**src/rtl/nsdp_error_reporter.sv**
```systemverilog
// nsdp_error_reporter: AXI4-Lite status/error reporter with sticky first-error capture for NUM_CH checker channels
module nsdp_error_reporter #(
  parameter int NUM_CH = 2,
  parameter int ERR_W  = 15,
  parameter int DATA_W = 512
) (
  input  logic                     clk,
  input  logic                     resetn,
  input  logic [NUM_CH-1:0]        ch_status,
  input  logic [NUM_CH-1:0]        ch_eth_active,
  input  logic [NUM_CH-1:0]        ch_error_valid,
  input  logic [NUM_CH*ERR_W-1:0]  ch_error,
  input  logic [NUM_CH*DATA_W-1:0] ch_error_data,
  input  logic [NUM_CH*64-1:0]     ch_packets_rcvd,
  output logic                     irq,
  input  logic [31:0]              S_AXI_AWADDR,
  input  logic [2:0]               S_AXI_AWPROT,
  input  logic                     S_AXI_AWVALID,
  output logic                     S_AXI_AWREADY,
  input  logic [31:0]              S_AXI_WDATA,
  input  logic [3:0]               S_AXI_WSTRB,
  input  logic                     S_AXI_WVALID,
  output logic                     S_AXI_WREADY,
  output logic [1:0]               S_AXI_BRESP,
  output logic                     S_AXI_BVALID,
  input  logic                     S_AXI_BREADY,
  input  logic [31:0]              S_AXI_ARADDR,
  input  logic [2:0]               S_AXI_ARPROT,
  input  logic                     S_AXI_ARVALID,
  output logic                     S_AXI_ARREADY,
  output logic [31:0]              S_AXI_RDATA,
  output logic [1:0]               S_AXI_RRESP,
  output logic                     S_AXI_RVALID,
  input  logic                     S_AXI_RREADY
);
  localparam int NW = DATA_W / 32;
  localparam logic [1:0] OKAY = 2'b00, SLVERR = 2'b10, DECERR = 2'b11;
  typedef enum logic {W_IDLE, W_RESP} wstate_e;
  typedef enum logic {R_IDLE, R_DATA} rstate_e;
  wstate_e wstate_q, wstate_d;
  rstate_e rstate_q, rstate_d;
  logic [1:0] bresp_q, bresp_d, rresp_q, rresp_d, w_dec, r_dec;
  logic [31:0] rdata_q, rdata_d, r_val;
  logic [NUM_CH-1:0] sticky_q, irq_en_q, snap, clr;
  logic irq_q, w_fire, r_fire, sticky_wr, irq_en_wr;
  logic [ERR_W-1:0] err_q [NUM_CH];
  logic [DATA_W-1:0] data_q [NUM_CH];
  logic [31:0] cnt_q [NUM_CH];
  logic [31:0] shadow_q [NUM_CH];
  logic unused;
  assign unused = ^{S_AXI_AWPROT, S_AXI_ARPROT, S_AXI_WDATA, S_AXI_WSTRB,
                    S_AXI_AWADDR[1:0], S_AXI_ARADDR[1:0]};
  // Write address decode: OKAY for STICKY/IRQ_EN, SLVERR for other mapped registers
  always_comb begin
    w_dec = DECERR;
    if (S_AXI_AWADDR[31:8] == '0)
      case (S_AXI_AWADDR[7:2])
        6'h00, 6'h01, 6'h04: w_dec = SLVERR;
        6'h02, 6'h03:        w_dec = OKAY;
        default:             w_dec = DECERR;
      endcase
    for (int i = 0; i < NUM_CH; i++)
      if (S_AXI_AWADDR[31:12] == '0 && S_AXI_AWADDR[11:8] == 4'(i + 1))
        w_dec = (S_AXI_AWADDR[7:4] == 4'h0 ||
                 (S_AXI_AWADDR[7:6] == 2'b01 && int'(S_AXI_AWADDR[5:2]) < NW)) ? SLVERR : DECERR;
  end
  assign w_fire    = S_AXI_AWREADY;
  assign sticky_wr = w_fire && S_AXI_AWADDR[31:2] == 30'h2 && S_AXI_WSTRB[0];
  assign irq_en_wr = w_fire && S_AXI_AWADDR[31:2] == 30'h3 && S_AXI_WSTRB[0];
  assign clr       = {NUM_CH{sticky_wr}} & S_AXI_WDATA[NUM_CH-1:0];
  // Read address decode and data mux; a PKTS_H hit flags its channel for a shadow snapshot
  always_comb begin
    r_dec = DECERR;
    r_val = '0;
    snap  = '0;
    if (S_AXI_ARADDR[31:8] == '0) begin
      r_dec = OKAY;
      case (S_AXI_ARADDR[7:2])
        6'h00:   r_val = 32'(ch_status);
        6'h01:   r_val = 32'(ch_eth_active);
        6'h02:   r_val = 32'(sticky_q);
        6'h03:   r_val = 32'(irq_en_q);
        6'h04:   r_val = {16'd0, 8'(NW), 8'(NUM_CH)};
        default: r_dec = DECERR;
      endcase
    end
    for (int i = 0; i < NUM_CH; i++)
      if (S_AXI_ARADDR[31:12] == '0 && S_AXI_ARADDR[11:8] == 4'(i + 1)) begin
        r_dec = OKAY;
        case (S_AXI_ARADDR[7:2])
          6'h00: r_val = 32'(err_q[i]);
          6'h01: r_val = cnt_q[i];
          6'h02: begin
            r_val   = ch_packets_rcvd[i*64+32 +: 32];
            snap[i] = 1'b1;
          end
          6'h03: r_val = shadow_q[i];
          default: begin
            if (S_AXI_ARADDR[7:6] == 2'b01 && int'(S_AXI_ARADDR[5:2]) < NW)
              r_val = data_q[i][DATA_W-1-32*int'(S_AXI_ARADDR[5:2]) -: 32];
            else
              r_dec = DECERR;
          end
        endcase
      end
  end
  // Write channel FSM: accept AW and W together, then hold the response until BREADY
  always_comb begin
    wstate_d      = wstate_q;
    bresp_d       = bresp_q;
    S_AXI_AWREADY = 1'b0;
    S_AXI_WREADY  = 1'b0;
    if (wstate_q == W_IDLE) begin
      if (S_AXI_AWVALID && S_AXI_WVALID) begin
        S_AXI_AWREADY = 1'b1;
        S_AXI_WREADY  = 1'b1;
        bresp_d       = w_dec;
        wstate_d      = W_RESP;
      end
    end else if (S_AXI_BREADY) wstate_d = W_IDLE;
  end
  // Read channel FSM: latch data and response at the AR handshake, hold until RREADY
  always_comb begin
    rstate_d      = rstate_q;
    rresp_d       = rresp_q;
    rdata_d       = rdata_q;
    S_AXI_ARREADY = 1'b0;
    if (rstate_q == R_IDLE) begin
      if (S_AXI_ARVALID) begin
        S_AXI_ARREADY = 1'b1;
        rresp_d       = r_dec;
        rdata_d       = r_val;
        rstate_d      = R_DATA;
      end
    end else if (S_AXI_RREADY) rstate_d = R_IDLE;
  end
  assign r_fire       = S_AXI_ARREADY;
  assign S_AXI_BVALID = wstate_q == W_RESP;
  assign S_AXI_BRESP  = bresp_q;
  assign S_AXI_RVALID = rstate_q == R_DATA;
  assign S_AXI_RRESP  = rresp_q;
  assign S_AXI_RDATA  = rdata_q;
  assign irq          = irq_q;
  // AXI FSM state and response registers
  always_ff @(posedge clk or negedge resetn) begin
    if (!resetn) begin
      wstate_q <= W_IDLE;
      rstate_q <= R_IDLE;
      bresp_q  <= OKAY;
      rresp_q  <= OKAY;
      rdata_q  <= '0;
    end else begin
      wstate_q <= wstate_d;
      rstate_q <= rstate_d;
      bresp_q  <= bresp_d;
      rresp_q  <= rresp_d;
      rdata_q  <= rdata_d;
    end
  end
  // Per-channel capture, saturating count, W1C (error wins a tie), shadows, IRQ_EN and irq
  always_ff @(posedge clk or negedge resetn) begin
    if (!resetn) begin
      sticky_q <= '0;
      irq_en_q <= '0;
      irq_q    <= 1'b0;
      for (int i = 0; i < NUM_CH; i++) begin
        err_q[i]    <= '0;
        data_q[i]   <= '0;
        cnt_q[i]    <= '0;
        shadow_q[i] <= '0;
      end
    end else begin
      if (irq_en_wr) irq_en_q <= S_AXI_WDATA[NUM_CH-1:0];
      irq_q <= |(sticky_q & irq_en_q);
      for (int i = 0; i < NUM_CH; i++) begin
        if (ch_error_valid[i] && (!sticky_q[i] || clr[i])) begin
          err_q[i]    <= ch_error[i*ERR_W +: ERR_W];
          data_q[i]   <= ch_error_data[i*DATA_W +: DATA_W];
          sticky_q[i] <= 1'b1;
          cnt_q[i]    <= 32'd1;
        end else if (ch_error_valid[i]) begin
          cnt_q[i] <= cnt_q[i] + {31'd0, ~&cnt_q[i]};
        end else if (clr[i]) begin
          sticky_q[i] <= 1'b0;
          cnt_q[i]    <= '0;
        end
        if (r_fire && snap[i]) shadow_q[i] <= ch_packets_rcvd[i*64 +: 32];
      end
    end
  end
endmodule

```
**config.mk**
```make
export PLATFORM = sky130hd
export DESIGN_NAME = nsdp_error_reporter
export DESIGN_NICKNAME = d
export VERILOG_FILES = /design/src/rtl/nsdp_error_reporter.sv
export SDC_FILE = /design/constraint.sdc
export NUM_CORES = 2
export LEC_CHECK = 0
export BUFFER_PORTS_ARGS = -buffer_cell sky130_fd_sc_hd__buf_2
export CAP_MARGIN = 20
export CORE_AREA = 4 4 515 517
export DETAILED_ROUTE_END_ITERATION = 6
export DIE_AREA = 0 0 519 521
export GPL_ROUTABILITY_DRIVEN = 0
export PLACE_DENSITY_LB_ADDON = 0.12
export SYNTH_ARGS = -nofsm -noshare
export SYNTH_HDL_FRONTEND = slang
export SYNTH_SLANG_ARGS = --single-unit
export TNS_END_PERCENT = 50
```
**constraint.sdc**
```tcl
create_clock -name clk -period 3.92 [get_ports clk]
set_input_delay 0.196 -clock clk [delete_from_list [all_inputs] [get_ports clk]]
set_output_delay 0.196 -clock clk [all_outputs]
set_load 0.05 [all_outputs]
```
# --- Word level (Yosys, flattened, before mapping) ---
# Index checks and enable logic that the tools add are counted.
totals:
  ram_bits: 0
  romBits: 0
  regBits: 1225
  n_memories: 0
  input_bits: 1301
  output_inout_bits: 42
  wordCells: 128
  latch_bits: 0
classes:
  n_eq_ne: 18
  n_reduce_logical: 42
  shift: 2
  bitwise: 4
  mul: 0
  order_cmp: 0
  n_mux: 42
  div_mod_pow: 0
  add_sub_neg: 3
ops:
  columns: ["op", "count"]
  rows:
  - ["$shiftx 543x10->32", 2]
  - ["$mux 32", 10]
  - ["$pmux 32 s4", 2]
  - ["$pmux 13 s5", 1]
  - ["$add 32x1->32", 2]
  - ["$reduce_and 32->1", 2]
  - ["$eq 30x2->1 const B", 2]
  - ["$logic_not 24->1", 2]
  - ["$logic_not 20->1", 2]
  - ["$eq 6x2->1 const B", 4]
  - ["$mux 1", 18]
  - ["$mux 2", 9]
  - ["$logic_and 1x1->1", 13]
  - ["$mux 13", 1]
  - ["$eq 6x1->1 const B", 2]
  - ["$eq 6x3->1 const B", 2]
  - ["$logic_not 6->1", 2]
  - ["$sub 9x9->10 const A", 1]
  - ["$eq 4x1->1 const B", 2]
  - ["$eq 4x2->1 const B", 2]
  - ["$reduce_and 2->1", 4]
  - ["$reduce_bool 3->1", 2]
  - ["$reduce_or 5->1", 1]
  - ["$and 2x2->2", 2]
  - ["11 further kinds", 21]

# --- Depth between registers and ports, before layout ---
logic_depth:
  ltp_word: 10
  mapped_depth: 13

# --- Least setup slack after synthesis ---
# OpenSTA, ideal clock, no wires.
synth_timing:
  kind: "register to register"
  start: "register cnt_q[41] (netlist name)"
  end: "register cnt_q[62] (netlist name)"
  arrival_ns: 2.766
  synth_period_minus_slack_ns: 2.895
  setup_time_ns: 0.129
  required_ns: 3.791
  path_buffers: 0
  slack_ns: 1.025
  path_stages_with_launch: 14
  path_cell_list: "dfrtp_1 -> and4_1 -> nand4_1 -> nor2_1 -> nand4_1 -> or4_1 -> ha_1 -> ha_1 -> nand3_1 -> nor2_1 -> and3_1 -> nand3_1 -> or4_1 -> nand3_1"
synth_between:
  elab_chain_len: 5
synth_rtl:
  columns: ["item", "line", "rtl"]
  rows:
  - ["start, declared", "48", "logic [31:0] cnt_q [NUM_CH];"]
  - ["start signal, assigned by index", "182", "cnt_q[i] <= cnt_q[i] + {31'd0, ~&cnt_q[i]};"]
  - ["$reduce_and 32->1", "182", null]
  - ["$logic_not 1->1", "182", null]
  - ["$add 32x1->32 *", "182", null]
  - ["$mux 32 *", "181", "end else if (ch_error_valid[i]) begin"]
  - ["$mux 32 *", "176", "if (ch_error_valid[i] && (!sticky_q[i] || clr[i])) begin"]
# Mark *: on every way between the ends. The rest lies on a longest branch, timed or not.
# A chain may end at the register's enable or synchronous reset.

# --- Worst setup path in the final report ---
layout_timing:
  start: "register cnt_q[41] (netlist name)"
  end: "register cnt_q[60] (netlist name)"
# The elaborated chain is that of the path after synthesis.

==> key figures <==
Status
  • Status: completed

Pwr
  • PwrDens: 414 nW/µm²
  • Power Total: 35.4 mW
  • Max rail drop VDD: 393 µV
  • P_leak: 38.4 nW

Timing
  • Final worst setup slack: 0.398 ns
  • Setup Viol. Count Final: 0
  • Tmin final: 3.52 ns
  • RSZ-0062 raised after global routing: false
  • Pins Over Slew Limit: 0
  • Slew headroom: 20.3%
  • TNS Setup: 0 ns
  • Highest Clock Rate: 284 MHz
  • Period utilization: 89.8%
  • Worst hold slack: 0.0886 ns
  • Final Hold Violating Endpoints: 0
  • Setup Skew: 0.0653 ns
  • Slew @ Worst Pin: 1.19 ns

GRT
  • Largest net degree at the start of global routing: 112
  • Global-route usage over all layers: 20.0%
  • First-pass GRT wire length: 384,000 µm
  • Congestion Overflow GR: 0
  • Vias in the first global route: 47,700
  • Antenna violations before repair: 173

Worst setup path
  • Worst endpoint required time: 4.64 ns
  • Worst setup startpoint: cnt_q[41]
  • Slowest CP cell: or4_1
  • CP max FO: 7
  • Worst Path Buf+Inv: 0
  • Crit path capture type: register
  • WS Path Type: reg2reg
  • Delay-heaviest family, CP: simple AND/OR/NAND/NOR gates
  • Worst EP arrival: 4.24 ns
  • Worst path max stage delay: 0.53 ns
  • R2R Path Start: cnt_q[41]
  • Crit-path cells: and4_1, nand4_1, nor2_1, nand4_1, or4_1, ha_1, ha_1, nand3_1, nor2_1, and3_1, nand3_1, a21oi_1, o21ai_0
  • Startpoint class of the critical path: register

Placement
  • Number of port buffers: 1,299
  • Post-DP HPWL: 216,000 µm
  • Setup WS pre-CTS: 0.499 ns
  • Placed cell areas: 68,400 µm²

Cells and area
  • Commonest non-fill, non-tap cell in the layout: buf_2
  • Share of layout cells above drive strength 1: 50.5%
  • Final instance area: 85,500 µm²
  • Area delta synth->final: 50.7%
  • Final #Nets: 7,537
  • Most frequent cells in the layout: 1,294 x buf_2, 1,224 x dfrtp_1, 1,148 x dlygate4sd3_1

Yosys
  • Top-area cell type share of the netlist area: 54.0%
  • Synth async-reset ratio: 100%
  • Synth area leader: dfrtp_1
  • Synth top area cells: dfrtp_1 54%, mux2_2 22%, mux4_2 13%, clkbuf_1 1.1%, mux2i_1 0.97%
  • Post-synth top flop: dfrtp_1
  • Synthesized flop and latch total: 1,224
  • Sequential share of the synthesized area: 54.0%
  • Syn nets: 5,001
  • Synth Cell Area: 56,700 µm²
  • YS warnings: 0
  • Number of synthesized flops with an enable pin: 0
  • Yosys cell types: 67
  • Syn avg cell area: 15.4 µm²
  • Mapped Cells: 3,696

Route
  • Routed vias/inst: 4.41
  • Post-DRT Antenna Nets: 0
  • Drc violations: 0
  • Wirelength, routed: 277,000 µm
  • Routed len/inst: 28.0 µm
  • Drt pass-1 iters: 5
  • DR iter-0 viols: 2,134
  • Vias: 43,600

Floorplanning
  • Core area: 261,000 µm²
  • Width of the chip: 519 µm
  • Die Height: 521 µm
  • Core Rows: 188
  • Total die area: 270,000 µm²
  • Initial Util: 21.7%
  • IO Count: 1,343

Clock tree
  • Num CTS Buffers: 159
  • H-tree depth: 4
  • CTS tree: done
  • Clock latency on the worst-skew pair: 0.81 ns
  • Clk root buf: clkbuf_16
  • Clock-pin slew on the worst setup and hold paths: 0.06 ns
  • Post-CTS sizing: 0
  • Clock Path Buffers: 3
  • Clk sinks: 1,224
  • Post-CTS Setup Bufs: 0
  • Post-CTS Hold Buffers: 1,148

Hold path
  • Min-delay src: S_AXI_AWADDR[16]
  • Worst Hold Class: in2reg

Run
  • Max-Cap Viols: 0
-- cells in the mapped netlist, types with 14 or more instances --
library cell	n
o31ai_1	17
clkbuf_1	159
a221oi_2	14
a211o_1	22
o32ai_1	15
and3_1	15
o21ai_0	87
mux2i_1	55
nand4_1	15
nand3_1	57
nor4_1	20
a22oi_1	15
mux2_1	38
mux2_2	1089
dfrtp_1	1224
buf_2	47
mux4_2	320
nand2_1	106
a21oi_1	32
nor2_1	49
mux2_4	30
inv_1	23
buf_1	35
nor3_1	40
a221oi_1	22
-- area by class of cell --
cell class | instances | area (µm²)
diodes | 94 | 235
clock buffers | 241 | 4720
clock inverters | 43 | 592
fillers | 26500 | 176000
inverters | 23 | 86.3
multi-input cells | 2189 | 25000
flip-flops and latches | 1224 | 30600
well taps | 3420 | 4280
repair buffers | 2635 | 20000
-- report_power, final --
part,switching (mW),total [mW],internal [mW]
Clock,6.30,15.0,8.70
Sequential,0.791,14.7,14.0
Combinational,2.47,5.66,3.18
-- sequential cells by signal, indices dropped and copies added, names as in the netlist --
name          flops
S_AXI_RDATA      32
cnt_q            64
sticky_q          2
data_q         1024
S_AXI_RVALID      1
S_AXI_RRESP       1
S_AXI_BVALID      1
irq               1
irq_en_q          2
err_q            30
shadow_q         64
S_AXI_BRESP       2
-- path summary, 6_finish.rpt --
path	to	slack, ns	cells past startpoint
setup / recovery	cnt_q[60]	0.40	13
hold / removal	sticky_q[1]	0.09	6
setup reg to reg	cnt_q[60]	0.40	13
hold reg to reg	data_q[496]	0.49	1
max in group asynchronous	data_q[749]	1.91	4
min in group asynchronous	data_q[656]	0.57	3
-- worst register-to-register path, stage by stage (launching register included) --
cell and delay (ns):
dfrtp_1 0.47, and4_1 0.32, nand4_1 0.27, nor2_1 0.26, nand4_1 0.12, or4_1 0.53
ha_1 0.23, ha_1 0.23, nand3_1 0.13, nor2_1 0.16, and3_1 0.28, nand3_1 0.17
a21oi_1 0.08, o21ai_0 0.20
-- cell families (layout without fill, tap and decap cells) --
family / count (synthesis) / count (layout) / share of synthesized area (%)
buffers and inverters: 283 / 2942 / 2.14
adder cells (fa/ha/maj): 4 / 4 / 0.0882
multiplexers: 1532 / 1532 / 36.8
other: 0 / 94 / 0
AO/OA/AOI/OAI: 280 / 280 / 3.57
flip-flops: 1224 / 1224 / 54.0
XOR/XNOR: 2 / 2 / 0.0309
AND/OR/NAND/NOR: 371 / 371 / 3.35
-- through the flow --
step	utilization (%)	instances
final	32.7	9869
after global routing	32.7	9834
after CTS	32.6	9774
after detailed placement	26.2	8342
after global placement	26.2	8342
after floorplan	-	3696
-- routing by layer --
metal	GRT usage (%)	wire length, µm	vias to the layer above
li1	-	-	19300
met1	25.9	120000	22400
met2	34.1	134000	1360
met3	4.76	15800	383
met4	4.16	6430	80
met5	0	451	-
Power figures use the tool's default switching activity.
